$ cat src/rtl/wb_pkg.sv
// Shared widths and the queued write-back entry type for the write-back arbiter.
package wb_pkg;

    localparam int unsigned DW   = 32;
    localparam int unsigned AW   = 5;
    localparam int unsigned NREG = 32;

    typedef struct packed {
        logic          live;
        logic [AW-1:0] wn;
        logic [DW-1:0] wd;
    } wb_entry_t;

endpackage

$ cat src/rtl/wb_fifo.sv
// Circular buffer of slow-path write-backs with parallel match-and-kill and a
// registered mask of the registers that still have live queued writes.
module wb_fifo
    import wb_pkg::*;
#(
    parameter int unsigned DEPTH = 4
) (
    input  logic                         clk,
    input  logic                         rst_n,
    input  logic                         i_push,
    input  wb_entry_t                    i_push_data,
    input  logic                         i_pop,
    input  logic                         i_kill_en,
    input  logic [AW-1:0]                i_kill_wn,
    output wb_entry_t                    o_head_c,
    output logic [$clog2(DEPTH+1)-1:0]   o_count,
    output logic [NREG-1:0]              o_live_mask
);

    localparam int unsigned PW = $clog2(DEPTH);
    localparam int unsigned CW = $clog2(DEPTH+1);

    wb_entry_t        r_mem [DEPTH];
    logic [DEPTH-1:0] r_vld;
    logic [PW-1:0]    r_wr;
    logic [PW-1:0]    r_rd;
    logic [CW-1:0]    r_count;
    logic [NREG-1:0]  r_mask;

    logic [DEPTH-1:0] w_vld_n;
    logic [DEPTH-1:0] w_live_n;
    logic [AW-1:0]    w_wn_n [DEPTH];
    logic [NREG-1:0]  w_mask_n;
    logic [CW-1:0]    w_count_n;

    // Next slot state: kill matches first, then pop, then push (push is younger than the kill).
    always_comb begin
        w_vld_n = r_vld;
        for (int i = 0; i < DEPTH; i++) begin
            w_live_n[i] = r_mem[i].live;
            w_wn_n[i]   = r_mem[i].wn;
            if (i_kill_en && r_vld[i] && (r_mem[i].wn == i_kill_wn)) begin
                w_live_n[i] = 1'b0;
            end
        end
        if (i_pop) begin
            w_vld_n[r_rd] = 1'b0;
        end
        if (i_push) begin
            w_vld_n[r_wr]  = 1'b1;
            w_live_n[r_wr] = i_push_data.live;
            w_wn_n[r_wr]   = i_push_data.wn;
        end

        w_mask_n = '0;
        for (int i = 0; i < DEPTH; i++) begin
            for (int r = 1; r < NREG; r++) begin
                if (w_vld_n[i] && w_live_n[i] && (w_wn_n[i] == AW'(r))) begin
                    w_mask_n[r] = 1'b1;
                end
            end
        end

        case ({i_push, i_pop})
            2'b10:   w_count_n = r_count + CW'(1);
            2'b01:   w_count_n = r_count - CW'(1);
            default: w_count_n = r_count;
        endcase
    end

    always_ff @(posedge clk or negedge rst_n) begin
        if (!rst_n) begin
            for (int i = 0; i < DEPTH; i++) begin
                r_mem[i] <= '0;
            end
            r_vld   <= '0;
            r_wr    <= '0;
            r_rd    <= '0;
            r_count <= '0;
            r_mask  <= '0;
        end else begin
            for (int i = 0; i < DEPTH; i++) begin
                r_mem[i].live <= w_live_n[i];
            end
            if (i_push) begin
                r_mem[r_wr].wn <= i_push_data.wn;
                r_mem[r_wr].wd <= i_push_data.wd;
                r_wr           <= r_wr + PW'(1);
            end
            if (i_pop) begin
                r_rd <= r_rd + PW'(1);
            end
            r_vld   <= w_vld_n;
            r_count <= w_count_n;
            r_mask  <= w_mask_n;
        end
    end

    assign o_head_c    = r_mem[r_rd];
    assign o_count     = r_count;
    assign o_live_mask = r_mask;

endmodule

$ cat src/rtl/wb_arbiter.sv
// Register-file write-port arbiter: ALU results take priority, slow-path results
// drain from a FIFO into idle slots. Optional direct path with WB_BYPASS_EN.
module wb_arbiter #(
    parameter int unsigned DEPTH = 4,
    parameter int unsigned DW    = wb_pkg::DW,
    parameter int unsigned AW    = wb_pkg::AW
) (
    input  logic                         Clock,
    input  logic                         Reset_n,
    input  logic                         AluWrite,
    input  logic [AW-1:0]                AluWn,
    input  logic [DW-1:0]                AluWd,
    input  logic                         LdValid,
    input  logic [AW-1:0]                LdWn,
    input  logic [DW-1:0]                LdWd,
    output logic                         LdReady,
    output logic                         Write,
    output logic [AW-1:0]                Wn,
    output logic [DW-1:0]                Wd,
    output logic [wb_pkg::NREG-1:0]      Pending,
    output logic [$clog2(DEPTH+1)-1:0]   Count
);

    localparam int unsigned CW  = $clog2(DEPTH+1);
    localparam int unsigned EAW = wb_pkg::AW;
    localparam int unsigned EDW = wb_pkg::DW;

    wb_pkg::wb_entry_t         w_push_data;
    wb_pkg::wb_entry_t         w_head;
    logic [CW-1:0]             w_count;
    logic [wb_pkg::NREG-1:0]   w_mask;
    logic                      w_alu_go;
    logic                      w_ld_go;
    logic                      w_empty;
    logic                      w_pop;
    logic                      w_push;
    logic                      w_bypass;

    logic                      r_write;
    logic [AW-1:0]             r_wn;
    logic [DW-1:0]             r_wd;
    logic                      w_write_n;
    logic [AW-1:0]             w_wn_n;
    logic [DW-1:0]             w_wd_n;

    // Register-0 writes from either source are swallowed here.
    assign w_alu_go = AluWrite && (AluWn != '0);
    assign w_ld_go  = LdValid && LdReady && (LdWn != '0);
    assign w_empty  = (w_count == '0);
    assign w_pop    = !w_alu_go && !w_empty;
    assign LdReady  = Reset_n && (w_count < CW'(DEPTH));

`ifdef WB_BYPASS_EN
    assign w_bypass = w_ld_go && !w_alu_go && w_empty;
`else
    assign w_bypass = 1'b0;
`endif

    assign w_push = w_ld_go && !w_bypass;

    always_comb begin
        w_push_data      = '0;
        w_push_data.live = 1'b1;
        w_push_data.wn   = EAW'(LdWn);
        w_push_data.wd   = EDW'(LdWd);
    end

    wb_fifo #(
        .DEPTH (DEPTH)
    ) u_fifo (
        .clk         (Clock),
        .rst_n       (Reset_n),
        .i_push      (w_push),
        .i_push_data (w_push_data),
        .i_pop       (w_pop),
        .i_kill_en   (w_alu_go),
        .i_kill_wn   (EAW'(AluWn)),
        .o_head_c    (w_head),
        .o_count     (w_count),
        .o_live_mask (w_mask)
    );

    // Slot priority: ALU, then FIFO head (killed head pops silently), then bypass.
    always_comb begin
        w_write_n = 1'b0;
        w_wn_n    = r_wn;
        w_wd_n    = r_wd;
        if (w_alu_go) begin
            w_write_n = 1'b1;
            w_wn_n    = AluWn;
            w_wd_n    = AluWd;
        end else if (!w_empty) begin
            if (w_head.live) begin
                w_write_n = 1'b1;
                w_wn_n    = AW'(w_head.wn);
                w_wd_n    = DW'(w_head.wd);
            end
        end else if (w_bypass) begin
            w_write_n = 1'b1;
            w_wn_n    = LdWn;
            w_wd_n    = LdWd;
        end
    end

    always_ff @(posedge Clock or negedge Reset_n) begin
        if (!Reset_n) begin
            r_write <= 1'b0;
            r_wn    <= '0;
            r_wd    <= '0;
        end else begin
            r_write <= w_write_n;
            r_wn    <= w_wn_n;
            r_wd    <= w_wd_n;
        end
    end

    assign Write   = r_write;
    assign Wn      = r_wn;
    assign Wd      = r_wd;
    assign Pending = w_mask;
    assign Count   = w_count;

endmodule
$ cat config.mk
export PLATFORM = sky130hd
export DESIGN_NAME = wb_arbiter
export DESIGN_NICKNAME = d
export VERILOG_FILES = /design/src/rtl/wb_pkg.sv /design/src/rtl/wb_fifo.sv /design/src/rtl/wb_arbiter.sv
export SDC_FILE = /design/constraint.sdc
export NUM_CORES = 1
export LEC_CHECK = 0
export CAP_MARGIN = 20
export CORE_ASPECT_RATIO = 1.25
export CORE_MARGIN = 2
export CORE_UTILIZATION = 42
export CTS_BUF_LIST = sky130_fd_sc_hd__clkbuf_8
export CTS_CLUSTER_SIZE = 12
export DETAILED_ROUTE_END_ITERATION = 16
export GPL_ROUTABILITY_DRIVEN = 1
export GPL_TIMING_DRIVEN = 1
export PLACE_DENSITY = 0.66
export SLEW_MARGIN = 10
export SYNTH_ARGS = -nofsm -noshare
export SYNTH_HDL_FRONTEND = slang
export SYNTH_HIERARCHICAL = 1
export SYNTH_SLANG_ARGS = --single-unit
$ cat constraint.sdc
create_clock -name Clock -period 2.5 [get_ports Clock]
set_input_delay 0.25 -clock Clock [delete_from_list [all_inputs] [get_ports Clock]]
set_output_delay 0.25 -clock Clock [all_outputs]
set_load 0.02 [all_outputs]
* Word-level counts from Yosys, hierarchy flattened *
Index checks and enable logic that the tools add are counted.

storage, ports and cells
  register bits = 232
  latch bits = 0
  memory bits (writable) = 0
  memory bits (read-only) = 0
  bits of input ports = 78
  output and inout port bits = 74
  logic and storage cells = 480
  memories = 0

cells by class
  add/subtract/negate cells = 4
  multipliers = 0
  divide/modulo/power cells = 0
  magnitude comparators = 8
  equality and inequality tests = 131
  shifts and indexed selects = 0
  muxes and demuxes = 159
  bitwise logic cells = 6
  reductions and logical operators = 152

operator list
  operator                                                                      count
  5-bit == test, second input constant                                          64
  152-bit bitwise mux                                                           2
  5-bit by 4-bit == test with 1-bit output, second input constant               32
  38-bit demux with 2-bit select                                                2
  152-bit 2-to-1 mux                                                            1
  1-bit logical AND                                                             144
  1-bit 2-to-1 mux                                                              133
  32-bit 2-to-1 mux                                                             4
  5-bit by 3-bit == test with 1-bit output, second input constant               16
  38-bit binary-select mux with 2-bit select                                    1
  38-bit 2-to-1 mux                                                             2
  5-bit by 2-bit == test with 1-bit output, second input constant               8
  37-bit 2-to-1 mux                                                             1
  20-bit bitwise mux                                                            1
  5-bit by 1-bit == test with 1-bit output, second input constant               4
  5-bit == test                                                                 4
  20-bit 2-to-1 mux                                                             1
  5-bit 2-to-1 mux                                                              4
  4-bit 2-to-1 mux                                                              3
  5-bit demux with 2-bit select                                                 1
  5-bit nonzero test                                                            2
  4-bit OR                                                                      2
  3-bit >= comparator, second input constant                                    2
  2-bit by 3-bit less-than comparator with 1-bit output, second input constant  2
  other kinds (18)                                                              24

* Longest topological paths before layout *
Gate-level depths: netlist of the first run.

  depth in word-level cells = 15
  gate-level depth with buffers = 12

* By module *
The synthesis of the first run kept the hierarchy.

modules (own cells, without submodules)
  module      times used  cells an instance  area each (µm²)
  wb_fifo     1           945                9580.4
  wb_arbiter  1           137                1908.1

* Worst setup path after synthesis of the first run *
OpenSTA, ideal clock, no wires.

  path type = input port to flip-flop
  start point = input port AluWn[1]
  end point = register u_fifo.r_mask[24], in the netlist u_fifo/o_live_mask[24]
  setup time = 0.139 ns
  data arrival time = 2.530 ns
  required time = 2.361 ns
  setup slack = -0.169 ns
  stages = 12
  buffers on the path = 2
  path through = or4_4 > o21ai_4 > buf_8 > inv_2 > nor2_1 > clkbuf_1 > nand2_1 > a21o_4 > a21bo_4 > nor3_2 > a22oi_1 > o221ai_1

on the way
  elaborated cells between the ends (all ways) = 37
  those cells by class = 4 x eq/ne; 11 x mux; 2 x bitwise; 20 x reduce/logical

RTL lines
  what                                 line              text
  from (decl)                          wb_arbiter.sv:11  input logic [AW-1:0] AluWn,
  5-bit nonzero test (*)               wb_arbiter.sv:47  assign w_alu_go = AluWrite && (AluWn != '0);
  1-bit logical AND (*)                wb_arbiter.sv:47
  via w_alu_go                         wb_arbiter.sv:32  logic w_alu_go;
  1-bit logical NOT (*)                wb_arbiter.sv:50  assign w_pop = !w_alu_go && !w_empty;
  1-bit logical AND (*)                wb_arbiter.sv:50
  via w_pop                            wb_arbiter.sv:35  logic w_pop;
  4-bit 2-to-1 mux (*)                 wb_fifo.sv:46     if (i_pop) begin
  4-bit OR (no source line)            -
  4-bit 2-to-1 mux (*)                 wb_fifo.sv:49     if (i_push) begin
  via u_fifo.w_vld_n[3]                wb_fifo.sv:30     logic [DEPTH-1:0] w_vld_n;
  1-bit logical AND (*) (2 in series)  wb_fifo.sv:58     if (w_vld_n[i] && w_live_n[i] && (w_wn_n[i] == AW'(r))) begin
  1-bit 2-to-1 mux (*)                 wb_fifo.sv:58
  via u_fifo.w_mask_n[24]              wb_fifo.sv:33     logic [NREG-1:0] w_mask_n;
  to (signal assigned)                 wb_fifo.sv:95     r_mask <= w_mask_n;
  to (decl)                            wb_fifo.sv:28     logic [NREG-1:0] r_mask;

Mark *: on every way through the listed nets, which the timed path passes. The rest lies on a longest branch.
A chain may end at the register's enable or synchronous reset.

* Worst setup path in the final report of the first run *
  start point = input port Reset_n
  end point = register u_fifo.r_mask[10], in the netlist u_fifo/o_live_mask[10]

on the way
  word-level cells in the longest chain between the ends = 10
  elaborated cells between the ends (all ways) = 22
  those cells by class = 4 x eq/ne; 7 x mux; 11 x reduce/logical

RTL lines
  what                                                                                  line              text
  from (decl)                                                                           wb_arbiter.sv:9   input logic Reset_n,
  1-bit logical AND (*)                                                                 wb_arbiter.sv:51  assign LdReady = Reset_n && (w_count < CW'(DEPTH));
  1-bit logical AND (*) (2 in series)                                                   wb_arbiter.sv:48  assign w_ld_go = LdValid && LdReady && (LdWn != '0);
  via w_ld_go                                                                           wb_arbiter.sv:33  logic w_ld_go;
  20-bit 2-to-1 mux / 4-bit 2-to-1 mux (equally long branches)                          wb_fifo.sv:49
  5-bit by 4-bit == test with 1-bit output / 1-bit logical AND (equally long branches)  wb_fifo.sv:58
  1-bit logical AND                                                                     wb_fifo.sv:58
  1-bit 2-to-1 mux (3 in series)                                                        wb_fifo.sv:58
  1-bit 2-to-1 mux (*)                                                                  wb_fifo.sv:58
  via u_fifo.w_mask_n[10]                                                               wb_fifo.sv:33

Marks and branches as above.

==> run_results.csv, run 1 <==
group,metric,value,unit
detailed_routing,dr_total_vias,9053,
die,die_w,152,um
synthesis,number_of_enable_type_register_cells_in_the_synthesized_netlist,0,
setup_path,crit_path_max_fanout,8,
synthesis,yosys.cell_count.top_type,"sky130_fd_sc_hd__nand2_1",
setup_path,worst_setup_path_startpoint,"Reset_n",
power,power.density,1210,nW/um2
sta,maxClockFrequency,0.413,GHz
synthesis,ys.warnings.count,6,
sta,period_utilisation_layout,96.8,%
setup_path,path_class,"in2reg",
power,power.switching_fraction,36.6,%
synthesis,synthCells,1082,
synthesis,synth.avg_cell_area,10.6,um2
sta,clock-skew-final,25.3,ps
synthesis,synth_top_area_cell,"sky130_fd_sc_hd__dfrtp_1",
place,hpwlAfterDp,21200,um
layout,final_net_count,1390,
cts,clock_sinks,232,
detailed_routing,drt.antenna.violating_nets,0,
power,leakage,6.70,nW
cts,cts.reportedPaths.clkPinSlew,50,ps
synthesis,synth_largest_type_area_fraction,50.5,%
detailed_routing,drt-pass1-iter-count,5,
cts,cts-root-buf,"sky130_fd_sc_hd__clkbuf_8",
power,switching_power,0.00658,W
sta,rsz0062_at_grt,"no",
setup_path,critPathLaunchType,"input port",
sta,tns,0,ps
power,cellInternalPower,0.0114,W
layout,antenna-diode-count,0,
synthesis,mappedNetlistArea,11500,um2
cts,tritoncts,"yes",
outcome,run_status,"finished, final reports clean",
sta,drv_slew,0,
die,starting_utilization_of_the_core_area,42.8,%
power,p_comb_share,45.2,%
synthesis,yosys_most_used_dff,"sky130_fd_sc_hd__dfrtp_1",
layout,fin_cells,1671,
layout,post_route_cells_drive_above_1_share,25.1,%
synthesis,synth_async_sr_flop_share,100,%
global_route,number_of_antenna_violations_at_the_first_check_in_global_routing,1,
place,gpl.final_weighted_congestion,0.952,
die,io-pin-count,152,
setup_path,endpoint,"u_fifo/o_live_mask[10]",
detailed_routing,drtIter0Drc,645,
layout,area_delta_synth_final,28.8,%
setup_path,reg_to_reg_setup_timing_slack,170,ps
cts,cts-root-to-sink-buffers,3,
setup_path,r2r_end,"u_fifo/o_live_mask[16]",
setup_path,crit-reg2reg-launch,"u_fifo/o_count[2]",
synthesis,ys_ff_latch,232,
job,timing.max_cap.violations,0,
cts,worst_skew_pair.late_latency,550,ps
setup_path,worst-endpoint-required,2870,ps
global_route,grt-ovfl-total,0,
detailed_routing,drt-vias-per-instance,5.42,
detailed_routing,wl,31700,um
power,report.power.total,0.0180,W
synthesis,sequential_share_of_the_synthesized_area,50.5,%
synthesis,yosys.cell_types.count,57,
sta,timing.final.setup_violations,0,
die,row_count,67,
global_route,aggregate_global_route_resource_usage,22.3,%
power,sequentialPowerShare,35.7,%
power,p_clk_share,19.1,%
sta,slew_of_the_pin_with_the_lowest_slew_margin,1020,ps
min_path,worst_hold_path_type,"in2reg",
sta,timing_hold_violations_final,0,
detailed_routing,avgRoutedWirePerCell,19.0,um
detailed_routing,drc,0,
sta,max-slew-margin-rel,31.8,%
global_route,largest_net_degree_at_the_start_of_global_routing,178,
sta,finalCriticalPeriod,2420,ps
global_route,first_global_vias,9459,
setup_path,reg2regPathDepth,10,
power,worst_ir_drop_vdd,0.681,mV
synthesis,commonest_cells_post_synth,"sky130_fd_sc_hd__nand2_1 (368), sky130_fd_sc_hd__dfrtp_1 (232), sky130_fd_sc_hd__mux2_2 (100)",
die,core_area,26800,um2
cts,cts_htree_levels,2,
global_route,grt_pass1_wl,51300,um
place,io_buffers,150,
place,numPlacedInstances,1603,
die,height_of_the_chip,189,um
layout,finish.utilization,55.2,%
cts,tritoncts.num_buffers,39,
synthesis,post_synth_main_area_contributors,"sky130_fd_sc_hd__dfrtp_1 (51%), sky130_fd_sc_hd__nand2_1 (12%), sky130_fd_sc_hd__mux2_2 (9.8%)",
setup_path,worst_setup_path_end_kind,"flip-flop",
setup_path,timing.critical_path.arrival,2790,ps
die,die_area,28700,um2
## repair_timing
| item | in CTS | in global routing |
|---|---|---|
| hold buffers | 1 | 0 |
| gates resized for setup | 3 | 23 |
| setup endpoints to repair | 17 | 31 |
| hold endpoints to repair | 55 | 0 |
| buffers inserted | 0 | 2 |
| pin swaps | 0 | 3 |
## routing by layer
metal  vias to the layer above  GRT usage (%)  part of all wire, %
met2                       371           37.6                   49
met3                        91           4.53                  6.3
met5                         -              0                0.041
li1                       4161              -                    -
met4                         2           8.41                  3.7
met1                      4428           28.4                   41
## area by class of cell
class	count	area, um2
inverter	21	86.3
sequential	232	5810
tap	345	432
clock inverter	15	105
timing repair buffer	240	2250
clock buffer	50	688
fill	2350	12000
multi-input combinational	768	5440
## placed cells by master (no fill, tap or decap), types with 2 or more instances in the layout
cell type,Yosys,final
sky130_fd_sc_hd__clkinv_2,0,2
sky130_fd_sc_hd__mux2i_1,9,8
sky130_fd_sc_hd__o21ai_1,8,9
sky130_fd_sc_hd__clkdlybuf4s50_1,0,149
sky130_fd_sc_hd__nor3_4,0,6
sky130_fd_sc_hd__nand3_1,7,7
sky130_fd_sc_hd__o21ai_0,23,20
sky130_fd_sc_hd__nand3b_1,6,6
sky130_fd_sc_hd__nand4_1,2,2
sky130_fd_sc_hd__nand2b_1,5,5
sky130_fd_sc_hd__nor3b_1,4,4
sky130_fd_sc_hd__mux4_2,38,38
sky130_fd_sc_hd__xnor2_1,15,15
sky130_fd_sc_hd__nor2_1,32,24
sky130_fd_sc_hd__mux2_2,100,100
sky130_fd_sc_hd__nand2_1,368,361
sky130_fd_sc_hd__conb_1,2,5
sky130_fd_sc_hd__and2_4,0,2
sky130_fd_sc_hd__o21a_1,2,2
sky130_fd_sc_hd__nor3_1,11,9
sky130_fd_sc_hd__buf_12,0,5
sky130_fd_sc_hd__inv_1,20,30
sky130_fd_sc_hd__nor3_2,6,2
sky130_fd_sc_hd__dfrtp_1,232,230
sky130_fd_sc_hd__inv_8,0,2
sky130_fd_sc_hd__o221ai_1,30,30
sky130_fd_sc_hd__ha_1,9,9
sky130_fd_sc_hd__and2_1,5,3
sky130_fd_sc_hd__buf_4,3,84
sky130_fd_sc_hd__o31ai_4,1,2
sky130_fd_sc_hd__nor2_2,0,7
sky130_fd_sc_hd__nand2_2,1,8
sky130_fd_sc_hd__a22oi_1,31,31
sky130_fd_sc_hd__clkbuf_8,0,50
sky130_fd_sc_hd__a21oi_1,4,4
sky130_fd_sc_hd__a31oi_1,13,12
sky130_fd_sc_hd__xor2_1,9,9
sky130_fd_sc_hd__dfrtp_2,0,2
sky130_fd_sc_hd__o21ai_2,2,4
## kinds of logic after synthesis
group           synth area share [%]
other cells                   0.0654
buf+inv                         3.52
fa+ha+maj                       1.15
mux                             18.0
flops                           50.5
compound gates                  7.98
xor+xnor                        1.97
simple gates                    16.7
## worst max-delay path: stages
cell,delay (ps)
sky130_fd_sc_hd__dlygate4sd3_1,600
sky130_fd_sc_hd__buf_8,160
sky130_fd_sc_hd__nor2b_2,150
sky130_fd_sc_hd__nand2_2,100
sky130_fd_sc_hd__a21oi_1,60
sky130_fd_sc_hd__buf_4,180
sky130_fd_sc_hd__and3_2,230
sky130_fd_sc_hd__buf_4,140
sky130_fd_sc_hd__o21ai_2,370
sky130_fd_sc_hd__nor3_4,150
sky130_fd_sc_hd__a22oi_1,230
sky130_fd_sc_hd__o221ai_1,150
## stage by stage
| step | setup slack [ps] | hold slack [ps] | instance area, um2 |
|---|---|---|---|
| after floorplan | -14.3 | -45.6 | 11600 |
| after global placement | -300 | 451 | 13900 |
| after detailed placement | -348 | 457 | 13900 |
| after CTS | 0.501 | 293 | 14700 |
| after global routing | 20.3 | 306 | 14800 |
| final | 80.2 | 323 | 14800 |
## power by group through the flow
stage | registers (W) | clock network [W] | logic, W
finish | 0.00642 | 0.00343 | 0.00813
CTS | 0.00640 | 0.00353 | 0.00806
floorplan | 0.00659 | 0 | 0.00482
detailed placement | 0.00645 | 0 | 0.00800
global route | 0.00660 | 0.00371 | 0.00882
global placement | 0.00641 | 0 | 0.00787
## how the worst min path moves through the flow
| stage | start | to | slack, ps | cells after the start |
|---|---|---|---|---|
| after floorplan | Reset_n | Wd[0] | -50 | 0 |
| after global placement | flip-flop | flip-flop | 450 | 2 |
| after detailed placement | flip-flop | flip-flop | 460 | 2 |
| after CTS | AluWd[12] | Wd[12] | 290 | 2 |
| after global routing | AluWd[14] | Wd[14] | 310 | 2 |
| final | AluWd[10] | Wd[10] | 320 | 2 |
Note: power is estimated with default switching activity, not from simulation.
==> run 2, diff against run 1 <==
Settings changed: CTS_BUF_LIST sky130_fd_sc_hd__clkbuf_8 to default.
==> run_results.csv, run 2 (synthesis results as in run 1) <==
group,metric,value,unit
layout,area_delta_synth_final,29.1,%
setup_path,worst-endpoint-required,2870,ps
cts,cts-root-to-sink-buffers,3,
outcome,run_status,"finished, final reports clean",
detailed_routing,drt-vias-per-instance,5.43,
layout,antenna-diode-count,0,
detailed_routing,drt-pass1-iter-count,5,
layout,fin_cells,1650,
cts,cts.reportedPaths.clkPinSlew,60,ps
place,post_dp_cell_area,13900,um2
setup_path,r2r_end,"u_fifo/o_live_mask[3]",
place,gpl.final_weighted_congestion,0.952,
detailed_routing,drtIter0Drc,656,
power,p_clk_share,20.2,%
die,row_count,67,
setup_path,path_class,"in2reg",
setup_path,crit-reg2reg-launch,"u_fifo/o_count[2]",
layout,final_net_count,1377,
job,timing.max_cap.violations,0,
global_route,first_global_vias,9394,
sta,max-slew-margin-rel,26.1,%
detailed_routing,avgRoutedWirePerCell,19.4,um
setup_path,timing.critical_path.arrival,2740,ps
sta,tns,0,ps
global_route,number_of_antenna_violations_at_the_first_check_in_global_routing,0,
place,numPlacedInstances,1603,
global_route,aggregate_global_route_resource_usage,22.3,%
detailed_routing,drc,0,
cts,worst_skew_pair.late_latency,530,ps
place,hpwlAfterDp,21200,um
sta,drv_slew,0,
die,io-pin-count,152,
layout,post_route_cells_drive_above_1_share,24.1,%
cts,tritoncts.num_buffers,26,
power,worst_ir_drop_vdd,0.648,mV
layout,final_cell_mix,"sky130_fd_sc_hd__nand2_1 (363), sky130_fd_sc_hd__dfrtp_1 (230), sky130_fd_sc_hd__clkdlybuf4s50_1 (149)",
setup_path,reg_to_reg_setup_timing_slack,150,ps
sta,slew_of_the_pin_with_the_lowest_slew_margin,1110,ps
layout,layout.cells.most_common,"sky130_fd_sc_hd__nand2_1",
power,power.switching_fraction,36.1,%
power,report.power.total,0.0183,W
setup_path,worst_setup_path_end_kind,"flip-flop",
setup_path,critPathLaunchType,"input port",
sta,timing_hold_violations_final,0,
global_route,largest_net_degree_at_the_start_of_global_routing,178,
detailed_routing,drt.antenna.violating_nets,0,
cts,tritoncts,"yes",
power,cellInternalPower,0.0117,W
power,power.density,1230,nW/um2
min_path,worst_hold_path_type,"in2reg",
detailed_routing,dr_total_vias,8959,
die,height_of_the_chip,189,um
cts,cts-root-buf,"sky130_fd_sc_hd__clkbuf_16",
die,die_w,152,um
min_path,worstHoldPathCells,2,
die,starting_utilization_of_the_core_area,42.8,%
setup_path,reg2regPathDepth,10,
die,die_area,28700,um2
setup_path,worst_setup_path_startpoint,"AluWn[2]",
power,sequentialPowerShare,35.1,%
layout,postLayoutCellArea,14800,um2
global_route,grt-ovfl-total,0,
sta,finalCriticalPeriod,2370,ps
place,io_buffers,150,
power,leakage,6.66,nW
global_route,grt_pass1_wl,51400,um
sta,maxClockFrequency,0.422,GHz
cts,cts_htree_levels,1,
min_path,hp-start,"AluWd[3]",
sta,timing.final.setup_violations,0,
sta,period_utilisation_layout,94.9,%
cts,clock_sinks,232,
sta,rsz0062_at_grt,"no",
detailed_routing,wl,31900,um
power,p_comb_share,44.6,%
sta,clock-skew-final,16.2,ps
setup_path,crit_path_max_fanout,7,
die,core_area,26800,um2
power,switching_power,0.00660,W
min_path,holdPathEnd,"Wd[3]",
[run 2: changes by cell type in the layout (fill, tap and decap cells not counted), moves of 2 or more]
| cell | previous run | this run |
|---|---|---|
| sky130_fd_sc_hd__clkbuf_16 | 0 | 27 |
| sky130_fd_sc_hd__nand2_2 | 8 | 6 |
| sky130_fd_sc_hd__inv_1 | 30 | 19 |
| sky130_fd_sc_hd__clkbuf_8 | 50 | 4 |
| sky130_fd_sc_hd__nand2_1 | 361 | 363 |
| sky130_fd_sc_hd__clkbuf_1 | 0 | 7 |
[run 2: critical path, cell delays in order]
cell	delay, ps
sky130_fd_sc_hd__clkdlybuf4s50_1	420
sky130_fd_sc_hd__or4_4	550
sky130_fd_sc_hd__o21ai_4	230
sky130_fd_sc_hd__inv_8	60
sky130_fd_sc_hd__nor2_4	140
sky130_fd_sc_hd__nand2_2	70
sky130_fd_sc_hd__a21o_4	200
sky130_fd_sc_hd__a21bo_4	240
sky130_fd_sc_hd__nor3_4	40
sky130_fd_sc_hd__buf_4	160
sky130_fd_sc_hd__a22oi_1	190
sky130_fd_sc_hd__o221ai_1	170
[run 2: routing by layer]
metal	global-route usage, %	part of all wire (%)	routed length, um
met3	4.03	6.2	2000
met2	38.0	49	15700
met4	7.91	3.7	1180
met1	28.7	41	13000
met5	0	0	0
[run 2: repair_timing]
item	4_1_cts	5_1_grt
pin swaps	0	4
buffers inserted	0	2
hold buffers	1	0
endpoints found under the hold margin	55	0
setup endpoints to repair	19	31
gates resized for setup	3	22
[run 2: worst max-delay path by stage]
stage / slack (ps) / depth (start not counted) / endpoint
floorplan: -10 / 12 / u_fifo/o_live_mask[5]
global placement: -300 / 11 / u_fifo/o_live_mask[29]
detailed placement: -350 / 11 / u_fifo/o_live_mask[12]
CTS: 90 / 10 / u_fifo/o_live_mask[28]
global route: 10 / 11 / u_fifo/o_live_mask[25]
finish: 130 / 12 / u_fifo/o_live_mask[19]
[run 2: power by group through the flow]
stage / logic (W) / clock network, W / registers [W]
floorplan: 0.00482 / 0 / 0.00659
global placement: 0.00787 / 0 / 0.00641
detailed placement: 0.00800 / 0 / 0.00645
CTS: 0.00806 / 0.00379 / 0.00641
global route: 0.00884 / 0.00397 / 0.00661
finish: 0.00817 / 0.00371 / 0.00643
[run 2: through the flow]
step                      hold WS (ps)  utilization (%)  setup WS (ps)
after floorplan                  -45.6                -          -14.3
after global placement             451             51.7           -300
after detailed placement           457             51.7           -348
after CTS                          315             54.9           88.9
after global routing               319             55.3           14.0
final                              329             55.3            128
[run 2: area by class of cell]
class	count	area [um2]
Timing Repair Buffer	240	2250
Clock buffer	38	757
Clock inverter	6	65.1
Inverter	21	86.3
Multi-Input combinational cell	768	5440
Fill cell	2351	12000
Sequential cell	232	5810
Tap cell	345	432
